===== src/rtl/nes_bus_pkg.sv =====
// Shared NES CPU-bus constants and the sprite-DMA state type.
// Used by the DMA engine and by the memory-map decoder.
package nes_bus_pkg;

  localparam logic [15:0] DMA_REG_ADDR_C = 16'h4014;
  localparam logic [15:0] OAMDATA_ADDR_C = 16'h2004;
  localparam int          OAM_BYTES      = 256;

  typedef enum logic [2:0] {
    S_IDLE,
    S_HALT,
    S_ALIGN,
    S_GET,
    S_PUT
  } dma_state_e;

  function automatic logic is_dma_xfer(dma_state_e s);
    return (s == S_GET) || (s == S_PUT);
  endfunction

endpackage


===== src/rtl/oam_dma_if.sv =====
// CPU-side snoop inputs and DMA bus-master outputs of the sprite DMA.
// master = the DMA engine, slave = CPU/bus-mux side.
interface oam_dma_if;

  logic [15:0] cpu_addr;
  logic [7:0]  cpu_wdata;
  logic        cpu_rw;
  logic [7:0]  bus_rdata;

  logic        cpu_rdy;
  logic        dma_active;
  logic [15:0] dma_addr;
  logic        dma_rw;
  logic [7:0]  dma_wdata;
  logic        busy;

  modport master (
    input  cpu_addr,
    input  cpu_wdata,
    input  cpu_rw,
    input  bus_rdata,
    output cpu_rdy,
    output dma_active,
    output dma_addr,
    output dma_rw,
    output dma_wdata,
    output busy
  );

  modport slave (
    output cpu_addr,
    output cpu_wdata,
    output cpu_rw,
    output bus_rdata,
    input  cpu_rdy,
    input  dma_active,
    input  dma_addr,
    input  dma_rw,
    input  dma_wdata,
    input  busy
  );

endinterface


===== src/rtl/oam_dma.sv =====
// Sprite DMA: snoops $4014 writes, stalls the CPU and copies one
// 256-byte page into OAM with alternating GET/PUT bus cycles.
module oam_dma
  import nes_bus_pkg::*;
#(
  parameter logic [15:0] DMA_REG_ADDR = DMA_REG_ADDR_C,
  parameter logic [15:0] OAMDATA_ADDR = OAMDATA_ADDR_C
) (
  input  logic      clk,
  input  logic      rst,
  oam_dma_if.master bus
);

  dma_state_e  state_q, state_d;
  logic        parity_q;
  logic [7:0]  page_q, page_d;
  logic [7:0]  cnt_q, cnt_d;
  logic [7:0]  latch_q, latch_d;
  logic        trig;

  // Only IDLE snoops, so DMA's own OAMDATA writes never retrigger.
  assign trig = (state_q == S_IDLE)
              && !bus.cpu_rw
              && (bus.cpu_addr == DMA_REG_ADDR);

  always_ff @(posedge clk or posedge rst) begin
    if (rst) begin
      state_q  <= S_IDLE;
      parity_q <= 1'b0;
      page_q   <= 8'h00;
      cnt_q    <= 8'h00;
      latch_q  <= 8'h00;
    end else begin
      state_q  <= state_d;
      parity_q <= ~parity_q;
      page_q   <= page_d;
      cnt_q    <= cnt_d;
      latch_q  <= latch_d;
    end
  end

  always_comb begin
    state_d = state_q;
    page_d  = page_q;
    cnt_d   = cnt_q;
    latch_d = latch_q;
    unique case (state_q)
      S_IDLE: begin
        if (trig) begin
          page_d  = bus.cpu_wdata;
          cnt_d   = 8'h00;
          state_d = S_HALT;
        end
      end
      S_HALT: begin
        // GET must land on parity 0; parity flips at this edge.
        if (bus.cpu_rw) begin
          state_d = parity_q ? S_GET : S_ALIGN;
        end
      end
      S_ALIGN: begin
        state_d = S_GET;
      end
      S_GET: begin
        latch_d = bus.bus_rdata;
        state_d = S_PUT;
      end
      S_PUT: begin
        cnt_d   = cnt_q + 8'd1;
        state_d = (cnt_q == 8'hFF) ? S_IDLE : S_GET;
      end
      default: begin
        state_d = S_IDLE;
      end
    endcase
  end

  always_comb begin
    bus.cpu_rdy    = (state_q == S_IDLE);
    bus.busy       = (state_q != S_IDLE);
    bus.dma_active = is_dma_xfer(state_q);
    bus.dma_addr   = 16'h0000;
    bus.dma_rw     = 1'b1;
    bus.dma_wdata  = 8'h00;
    unique case (state_q)
      S_GET: begin
        bus.dma_addr = {page_q, cnt_q};
      end
      S_PUT: begin
        bus.dma_addr  = OAMDATA_ADDR;
        bus.dma_rw    = 1'b0;
        bus.dma_wdata = latch_q;
      end
      default: begin
        bus.dma_addr = 16'h0000;
      end
    endcase
  end

endmodule

===== src/flat_wrapper.sv =====
// flat-port wrapper written by rule: the top's interface ports become plain ports
module oam_dma_flat import nes_bus_pkg::*;
#(
  parameter logic [15:0] DMA_REG_ADDR = DMA_REG_ADDR_C,
  parameter logic [15:0] OAMDATA_ADDR = OAMDATA_ADDR_C
)
  (clk, rst, bus_cpu_addr, bus_cpu_wdata, bus_cpu_rw, bus_bus_rdata, bus_cpu_rdy, bus_dma_active, bus_dma_addr, bus_dma_rw, bus_dma_wdata, bus_busy);
  oam_dma_if bus_i ();
  input  logic clk;
  input  logic rst;
  input wire logic [$bits(bus_i.cpu_addr)-1:0] bus_cpu_addr;
  input wire logic [$bits(bus_i.cpu_wdata)-1:0] bus_cpu_wdata;
  input wire logic [$bits(bus_i.cpu_rw)-1:0] bus_cpu_rw;
  input wire logic [$bits(bus_i.bus_rdata)-1:0] bus_bus_rdata;
  output wire logic [$bits(bus_i.cpu_rdy)-1:0] bus_cpu_rdy;
  output wire logic [$bits(bus_i.dma_active)-1:0] bus_dma_active;
  output wire logic [$bits(bus_i.dma_addr)-1:0] bus_dma_addr;
  output wire logic [$bits(bus_i.dma_rw)-1:0] bus_dma_rw;
  output wire logic [$bits(bus_i.dma_wdata)-1:0] bus_dma_wdata;
  output wire logic [$bits(bus_i.busy)-1:0] bus_busy;
  assign bus_i.cpu_addr = bus_cpu_addr;
  assign bus_i.cpu_wdata = bus_cpu_wdata;
  assign bus_i.cpu_rw = bus_cpu_rw;
  assign bus_i.bus_rdata = bus_bus_rdata;
  assign bus_cpu_rdy = bus_i.cpu_rdy;
  assign bus_dma_active = bus_i.dma_active;
  assign bus_dma_addr = bus_i.dma_addr;
  assign bus_dma_rw = bus_i.dma_rw;
  assign bus_dma_wdata = bus_i.dma_wdata;
  assign bus_busy = bus_i.busy;
  oam_dma #(.DMA_REG_ADDR(DMA_REG_ADDR), .OAMDATA_ADDR(OAMDATA_ADDR)) u_core (.clk(clk), .rst(rst), .bus(bus_i));
endmodule

===== config.mk =====
export PLATFORM = sky130hd
export DESIGN_NAME = oam_dma_flat
export DESIGN_NICKNAME = d
export VERILOG_FILES = /design/src/rtl/nes_bus_pkg.sv /design/src/rtl/oam_dma_if.sv /design/src/rtl/oam_dma.sv /design/src/flat_wrapper.sv
export SDC_FILE = /design/constraint.sdc
export NUM_CORES = 1
export LEC_CHECK = 0
export BUFFER_PORTS_ARGS = -buffer_cell sky130_fd_sc_hd__buf_2
export CAP_MARGIN = 15
export CORE_MARGIN = 2
export CORE_UTILIZATION = 25
export DETAILED_ROUTE_END_ITERATION = 16
export PLACE_DENSITY_LB_ADDON = 0.25
export SLEW_MARGIN = 20
export SYNTH_ARGS = -nofsm -noshare
export SYNTH_HDL_FRONTEND = slang
export SYNTH_SLANG_ARGS = --single-unit

===== constraint.sdc =====
create_clock -name clk -period 2.1 [get_ports clk]
set_input_delay 0.315 -clock clk [delete_from_list [all_inputs] [get_ports clk]]
set_output_delay 0.315 -clock clk [all_outputs]
set_load 0.005 [all_outputs]

### Yosys cells after proc, flatten, opt, wreduce, memory -nomap -nowiden

Cells that the tools add are included.

* input port bits: 35
* logic and storage cells: 35
* output and inout bits: 28
* flip-flop bits (word level): 28

* reduce and logical (&&, ||, !) cells: 10
* muxes and demuxes: 10
* $add $sub $neg: 1
* bitwise logic cells: 1
* equality and inequality tests: 8

Operator list (count)
* $pmux W16 S2: 1
* $eq A16 B15 Y1 const B: 1
* $mux W8: 2
* $pmux W8 S2: 1
* $pmux W3 S5: 1
* $add A8 B1 Y8 const B: 1
* $eq A8 B8 Y1 const B: 1
* $eq A3 B2 Y1 const B: 2
* $mux W3: 2
* $reduce_and A2 Y1: 3
* $eq A3 B1 Y1 const B: 1
* $eq A3 B3 Y1 const B: 1
* $logic_not A3 Y1: 1
* $reduce_bool A3 Y1: 1
* $logic_and A1 B1 Y1: 2
* $mux W1: 2
* $mux W2: 1
* $ne A2 B1 Y1 const B: 1
* $ne A2 B2 Y1 const B: 1
* $reduce_bool A2 Y1: 1
* $logic_not A1 Y1: 1
* $logic_or A1 B1 Y1: 1
* $not A1 Y1: 1

### Logic depth before layout (Yosys ltp)

Gate-level depths: netlist of run 1.

* word-level depth: 5
* gate-level depth with buffers: 5
* depth with buffers taken out: 5

### Least setup slack after synthesis of run 1

No wires, ideal clock.

* kind: reg2reg
* from: reg u_core.state_q[1]
* to: reg u_core.page_q[0]
* period minus slack after synthesis: 1.697 ns
* data required time: 1.975 ns
* arrival time: 1.572 ns
* slack: 0.403 ns
* library setup time: 0.125 ns
* stages on the path, launching flop included: 6
* buffers on the path: 1
* cell sequence: dfrtp_1 nor3_2 nand4_1 nor2_2 buf_6 mux2_2

* cells in the longest elaborated chain, start to end: 4

RTL lines
* start, declared: line oam_dma.sv:14 `dma_state_e state_q, state_d;`
* start signal, assigned: line oam_dma.sv:34 `state_q <= state_d;`
* $logic_not A3 Y1 (*)
* via bus_cpu_rdy: line flat_wrapper.sv:15 `output wire logic [$bits(bus_i.cpu_rdy)-1:0] bus_cpu_rdy;`
* $logic_and A1 B1 Y1: line oam_dma.sv:23 `&& !bus.cpu_rw`
* $logic_and A1 B1 Y1: line oam_dma.sv:24 `&& (bus.cpu_addr == DMA_REG_ADDR);`
* $reduce_and A2 Y1 (no source line) (*)
* end signal, assigned: line oam_dma.sv:36 `page_q <= page_d;`
* end, declared: line oam_dma.sv:16 `logic [7:0] page_q, page_d;`

The timed path passes the listed nets; every way through them passes the cells marked *.
A chain may end at the register's enable or synchronous reset.

### Worst setup path after layout of run 1

* from: reg u_core.state_q[1]
* to: out bus_dma_addr[14]

* cells in the longest elaborated chain, start to end: 2
* elaborated cells on any way between the ends: 3
* classes of those cells: eq/ne (2); mux (1)

RTL lines
* $eq A3 B3 Y1 or $eq A3 B2 Y1 (tied branches): line oam_dma.sv:85 `unique case (state_q)`
* $pmux W16 S2 (*): line oam_dma.sv:85
* end, declared: line flat_wrapper.sv:17 `output wire logic [$bits(bus_i.dma_addr)-1:0] bus_dma_addr;`

Every way passes the cells marked *; elsewhere a longest branch is shown, timed or not.

==> impl_results.md, run 1 <==
- Layout area overhead: 32.0%
- Seq. cell area: 701 sq um
- CTS clk-pin slew, worst paths: 100 ps
- Sequential-to-total area share from yosys stat: 49.0%
- Cell Area, Synth: 1430 sq um
- Synth Area in XOR/XNOR: less than 1%
- Multiplexer share of the synthesized area: 12.6%
- Global routing usage on met2: 18.7%
- Overall routing resource usage: 11.4%
- Vias in the first global route: about 1200
- Gr busiest metal: met2
- Final Wtd Congestion: just under 0.8
- Post-layout min period: 1840 ps
- Commonest register cell after synthesis: dfrtp_1
- Clock root buffer: clkbuf_8
- Final Non-Filler Cells: 275
- Final hold viol count: 0
- Gr ovfl total: 0
- Final Routed Wirelength: 3340 um
- Crit path max fanout: 24
- Share of post-route cells with drive strength above 1: ~45%
- Synth Area in Compound Gates: 8.14%
- Max cap viols: 0
- Gate Count Post-Synth: 138
- Later-pin clock latency in the skew report: 280 ps
- Syn_nets: around 170
- Post-Syn Area per Cell: 10.4 sq um
- DRC: 0
- Pint: around 1.1 mW
- TritonCTS clock tree: yes
- Initial Utilization: approximately 26%
- # rows: 27
- Clock Sinks: 28
- Top post-synthesis cells by count: 28 x dfrtp_1, 21 x and2_1, 16 x mux2_2, 16 x nand2_1, 9 x o21ai_0
- N_diodes: 0
- Part of the power in registers: 47.7%
- Pre-antenna DRT Iters: 4
- Port bufs: 62
- Die Wd: around 80 um
- Die Y: between 70 and 80 um
- Yosys warns: 0
- Violation count after the first detailed-route iteration: 39
- Routed vias/inst: around 4.4
- Max Freq: 0.542 GHz
- Most common cell in the netlist: dfrtp_1
- Largest family of logic cells by synthesized area: simple AND/OR/NAND/NOR gates
- Synth top area share: about 49%
- RSZ-0062 raised after global routing: no
- Deepest clock path buffer count: 2
- Resize count post-CTS: 0
- Final setup fails: 0
- Synth cell types: 32
- Clk pwr share: 20.8%
- Via count: approximately 1200
- VDD IR max: 0.343 mV
- Worst-margin pin slew: 362 ps
- Hold buffers post-CTS: 0
- Hold Crit Class: in -> async
- Outcome: completed
- CP Capture Type: output port
- Synth Area in Adders: less than 1%
- Post-synth EDFFs: 0
- Synth Register Bits: 28
- Final Max Tran Viols: 0
- Post-CTS setup buffers: 0
- Synth area leaders: dfrtp_1 49%, mux2_2 13%, and2_1 9.2%, nand2_1 4.2%, o21ai_0 3.2%
- Worst Skew: 10.4 ps
- Largest net degree at the start of global routing: 29
- Worst Setup Path Type: reg -> out
- Die area: about 6300 sq um
- Final nets: 240
- First-pass GRT wire length: 5650 um
- CP Data Required Time: 1780 ps
- Dpl hpwl: 2460 um
- Pwr dens: 858 nW/um^2
- Met1 usage: 14.4%
- GR Layer Usage met3: around 1.9%
- Post-synthesis async set-or-reset flop share: 100%
- Setup TNS: 0 ps
- H-tree levels: 1
- Cell accounting for the most synthesized area: dfrtp_1
- Core area: 5510 sq um
- Leakage: ~0.95 nW
- Slew HR: approximately three quarters
- Simple-gate share of the synthesized area: 25.2%
- Initial antenna violation count: 0
- Crit path arrival time: 1530 ps
- IO Count: between 60 and 70
- Comb pwr share: 31.5%
- Final clock period utilization by the worst path: between 80% and 90%
- Worst Setup Start Kind: register
- Sw Pwr: approximately 520 uW
- Multi-input gate area: 678 sq um
- Placed instance count: approximately 270
- Fillcell total: 570
- Routed len/inst: 12.1 um
- Sw Share: 32.2%
- DRT antenna net count: 0
- CTS Buf Count: 3
metal layers:
metal,part of all wire (%),up-vias
li1,-,605
met1,47,570
met2,47,28
met3,4.6,4
met4,1.8,0
met5,0,-
registers in the layout, summed over array words and instances (netlist names):
signal,cells
u_core.cnt_q,8
u_core.latch_q,8
u_core.page_q,8
u_core.parity_q,1
u_core.state_q,3
layout by cell type, fill, tap and decap left out, types with 2 or more instances in the layout:
| master | count |
|---|---|
| dfrtp_1 | 28 |
| buf_4 | 4 |
| or3_1 | 3 |
| o21ai_0 | 9 |
| inv_1 | 5 |
| nor4b_1 | 2 |
| nor3b_1 | 2 |
| nand3_1 | 4 |
| a21oi_1 | 2 |
| nor2b_1 | 2 |
| nor3_1 | 2 |
| nor2_1 | 2 |
| buf_2 | 62 |
| clkbuf_8 | 4 |
| nand2_1 | 16 |
| mux2_2 | 16 |
| o211ai_1 | 5 |
| and2_1 | 21 |
final timing paths:
kind	from	end	slack [ps]	depth (start not counted)
setup / recovery	u_core.state_q[1]$_DFFE_PP0P_	bus_dma_addr[14]	260	5
hold / removal	rst	u_core.page_q[2]$_DFFE_PP0P_	90	3
setup reg to reg	u_core.state_q[1]$_DFFE_PP0P_	u_core.page_q[4]$_DFFE_PP0P_	420	5
hold reg to reg	u_core.parity_q$_DFF_PP0_	u_core.parity_q$_DFF_PP0_	410	1
max in group asynchronous	rst	u_core.latch_q[2]$_DFFE_PP0N_	1740	3
min in group clk	bus_cpu_wdata[0]	u_core.page_q[0]$_DFFE_PP0P_	260	2
through the flow:
step                      worst slack (ps)  hold slack [ps]  util (%)  power [mW]  instance area, sq um
after floorplan                        403              380         -        1.09                  1430
after global placement                 344              401      33.3        1.30                  1830
after detailed placement               322              404      33.3        1.31                  1830
after CTS                              227              104      34.3        1.65                  1890
after global routing                   104              153      34.3        1.75                  1890
final                                  256             85.2      34.3        1.62                  1890
worst max-delay path: stages (launching register included):
cell and delay (ps):
dfrtp_1 480, nand2_1 120, nor2_1 100, buf_4 270, and2_1 170, buf_2 110
power groups by stage:
stage               logic, mW  registers [mW]  clock network (mW)
global route            0.583           0.798               0.364
finish                  0.510           0.772               0.337
CTS                     0.523           0.774               0.347
floorplan               0.339           0.755                   0
detailed placement      0.523           0.786                   0
global placement        0.519           0.781                   0
cells by family after synthesis:
kind of cell / Yosys count
XOR/XNOR: 1
buffers and inverters: 11
flip-flops: 28
multiplexers: 16
AND/OR/NAND/NOR: 62
AO/OA/AOI/OAI: 19
adder cells (fa/ha/maj): 1
cell type report:
cell class,instances,share of cell area (%)
Tap cell,72,4.77
Multi-Input combinational cell,99,35.9
Inverter,6,1.19
Clock buffer,4,2.92
Timing Repair Buffer,66,18.0
Sequential cell,28,37.1
Power figures use the tool's default switching activity.
==> run 2, diff against run 1 <==
- CORE_MARGIN: 2 -> default
- CORE_UTILIZATION: 25 -> 46
==> run 2 against run 1 <==
The run now ends with DRC, hold timing left. Non-clock buffer count up 1. Die area shrank 47%. Sequential power about the same. Count of clock-buffer cells in the layout is the same. Clock power shrank 19%. Largest cell class unchanged.
==> impl_results.md, run 2 (synthesized netlist as in run 1, its figures left out) <==
- Seq. cell area: 701 sq um (unchanged)
- Dpl hpwl: 2360 um (-3.8%)
- VDD IR max: 0.539 mV (+57%)
- Critical R2R Launch: u_core.state_q[1]$_DFFE_PP0P_
- Die Wd: 57.7 um (-27%)
- CP Capture Type: output port
- Deepest clock path buffer count: 2 (unchanged)
- Max cap viols: 0 (unchanged)
- Crit path max fanout: 24 (unchanged)
- Worst Setup Path Type: reg -> out
- Later-pin clock latency in the skew report: 340 ps (+60 ps)
- Hold WS: -4.07 ps (-89.2 ps)
- Multi-input gate area: 678 sq um (unchanged)
- CTS clk-pin slew, worst paths: 160 ps (+60 ps)
- Clock root buffer: clkbuf_4
- Setup TNS: 0 ps (unchanged)
- Slew HR: 76.7% (+0.89 points)
- CP Buf/Inv Count: 2 (unchanged)
- Leakage: 0.949 nW (-0.24%)
- WL met3: 106 um (-31%)
- Routed vias/inst: 5.14 (+17%)
- Final hold viol count: 6 (+6)
- Routed len/inst: 13.2 um (+8.7%)
- Finished Core Util: 63.9% (+30 points)
- H-tree levels: 1 (unchanged)
- Initial Utilization: 50.1% (+24 points)
- Regs by FF count: u_core.cnt_q (8), u_core.latch_q (8), u_core.page_q (8)
- IO Count: 63 (unchanged)
- CP Data Required Time: 1780 ps (about the same)
- Outcome: finished, violations left
- Critical Path, Cell by Cell: nand2_1, nor2_1, buf_4, and2_1, buf_2
- PnR worst setup slack: 160 ps (-96.6 ps)
- Crit-path leading delay family: flip-flops
- Hold buffers post-CTS: 0 (unchanged)
- Final setup fails: 0 (unchanged)
- Worst Setup Start Kind: register
- DRT antenna net count: 0 (unchanged)
- Pre-antenna DRT Iters: 10 (+6)
- Pwr dens: 850 nW/um^2 (-0.96%)
- Worst Skew: 4.64 ps (-5.78 ps)
- Largest net degree at the start of global routing: 29 (unchanged)
- Violation count after the first detailed-route iteration: 37 (-5.1%)
- DRC: 1 (+1)
- Place WS: 320 ps (-2.02 ps)
- Routed met1 length: 1320 um (-15%)
- Share of post-route cells with drive strength above 1: 45.1% (+0.27 points)
- Initial antenna violation count: 0 (unchanged)
- CTS Buf Count: 3 (unchanged)
- Fillcell total: 264 (-54%)
- Crit path arrival time: 1630 ps (+100 ps)
- Worst setup path start: u_core.state_q[1]$_DFFE_PP0P_
- Post-layout min period: 1940 ps (+96.6 ps)
- Final nets: 241 (+0.42%)
- Die Y: 57.7 um (-27%)
- Max Freq: 0.515 GHz (-5.0%)
- Commonest cells after routing, fill and taps aside: 62 x buf_2, 28 x dfrtp_1, 21 x and2_1, 16 x nand2_1, 16 x mux2_2
- Worst reg2reg path depth: 5 (unchanged)
- # rows: 19 (-30%)
- Worst-margin pin slew: 349 ps (-13.3 ps)
- Met2 WL post-DR: 1640 um (+4.9%)
- Port bufs: 62 (unchanged)
- R2R Setup Slk: 360 ps (-60 ps)
- Slowest CP cell: dfrtp_1
- Layout area overhead: 27.7%
- Hold Crit Class: in -> async
- Clock Sinks: 28 (unchanged)
- Final clock period utilization by the worst path: 92.4% (+4.6 points)
- Vias in the first global route: 1185 (-3.1%)
- Worst reg2reg path endpoint: u_core.page_q[5]$_DFFE_PP0P_
- Final Wtd Congestion: 0.746 (-3.1%)
- Core area: 2850 sq um (-48%)
- TritonCTS clock tree: yes
- Resize count post-CTS: 0 (unchanged)
- RSZ-0062 raised after global routing: no
- N_diodes: 0 (unchanged)
- Leading cell type in the layout, fill and taps excluded: buf_2
- DR top layer: met4
- Failing checks: DRC, hold timing
- Post-CTS setup buffers: 0 (unchanged)
- Worst path max stage delay: 520 ps (+40 ps)
- Final Max Tran Viols: 0 (unchanged)
- Die area: 3330 sq um (-47%)
- Overall routing resource usage: 20.0% (+8.6 points)
- Gr ovfl total: 0 (unchanged)
- Via count: 1209 (+0.17%)
- Final Routed Wirelength: 3100 um (-7.1%)
- First-pass GRT wire length: 5090 um (-9.9%)
[run 2: power by group]
group	internal, mW	total, mW	switching (mW)
clock	0.106	0.274	0.168
combinational	0.265	0.502	0.238
sequential	0.666	0.775	0.109
total	1.04	1.55	0.514
[run 2: cell type report]
class | count | share of cell area [%]
clock buffers | 4 | 1.99
inverters | 6 | 1.23
multi-input cells | 99 | 37.2
flip-flops and latches | 28 | 38.4
well taps | 31 | 2.13
repair buffers | 67 | 19.1
[run 2: per-stage QoR]
stage,cell area [sq um],total power [mW],instances
after floorplan,1430,1.09,138
after global placement,1790,1.26,231
after detailed placement,1790,1.30,231
after CTS,1820,1.56,235
after global routing,1820,1.66,235
final,1820,1.55,235
[run 2: routing by layer]
metal  track usage, %  vias to the layer above
met2             36.2                       30
met3             2.46                        4
li1                 -                      605
met5                0                        -
met4             7.82                        0
met1             24.2                      570
[run 2: worst max path at each step]
stage	cells past startpoint	slack [ps]	to
2_1_floorplan	5	400	u_core.page_q[0]$_DFFE_PP0P_
3_5_place_dp	6	320	u_core.page_q[7]$_DFFE_PP0P_
6_report	5	160	bus_dma_addr[11]
5_1_grt	6	50	bus_dma_addr[13]
3_3_place_gp	6	410	u_core.page_q[2]$_DFFE_PP0P_
4_1_cts	5	160	bus_dma_addr[11]
[run 2: worst register-to-register path, cell delays in order, from the launching register on]
cell and delay, ps:
dfrtp_1 490, nor3_2 260, nand4_1 210, nor2_2 160
buf_4 180, mux2_2 340
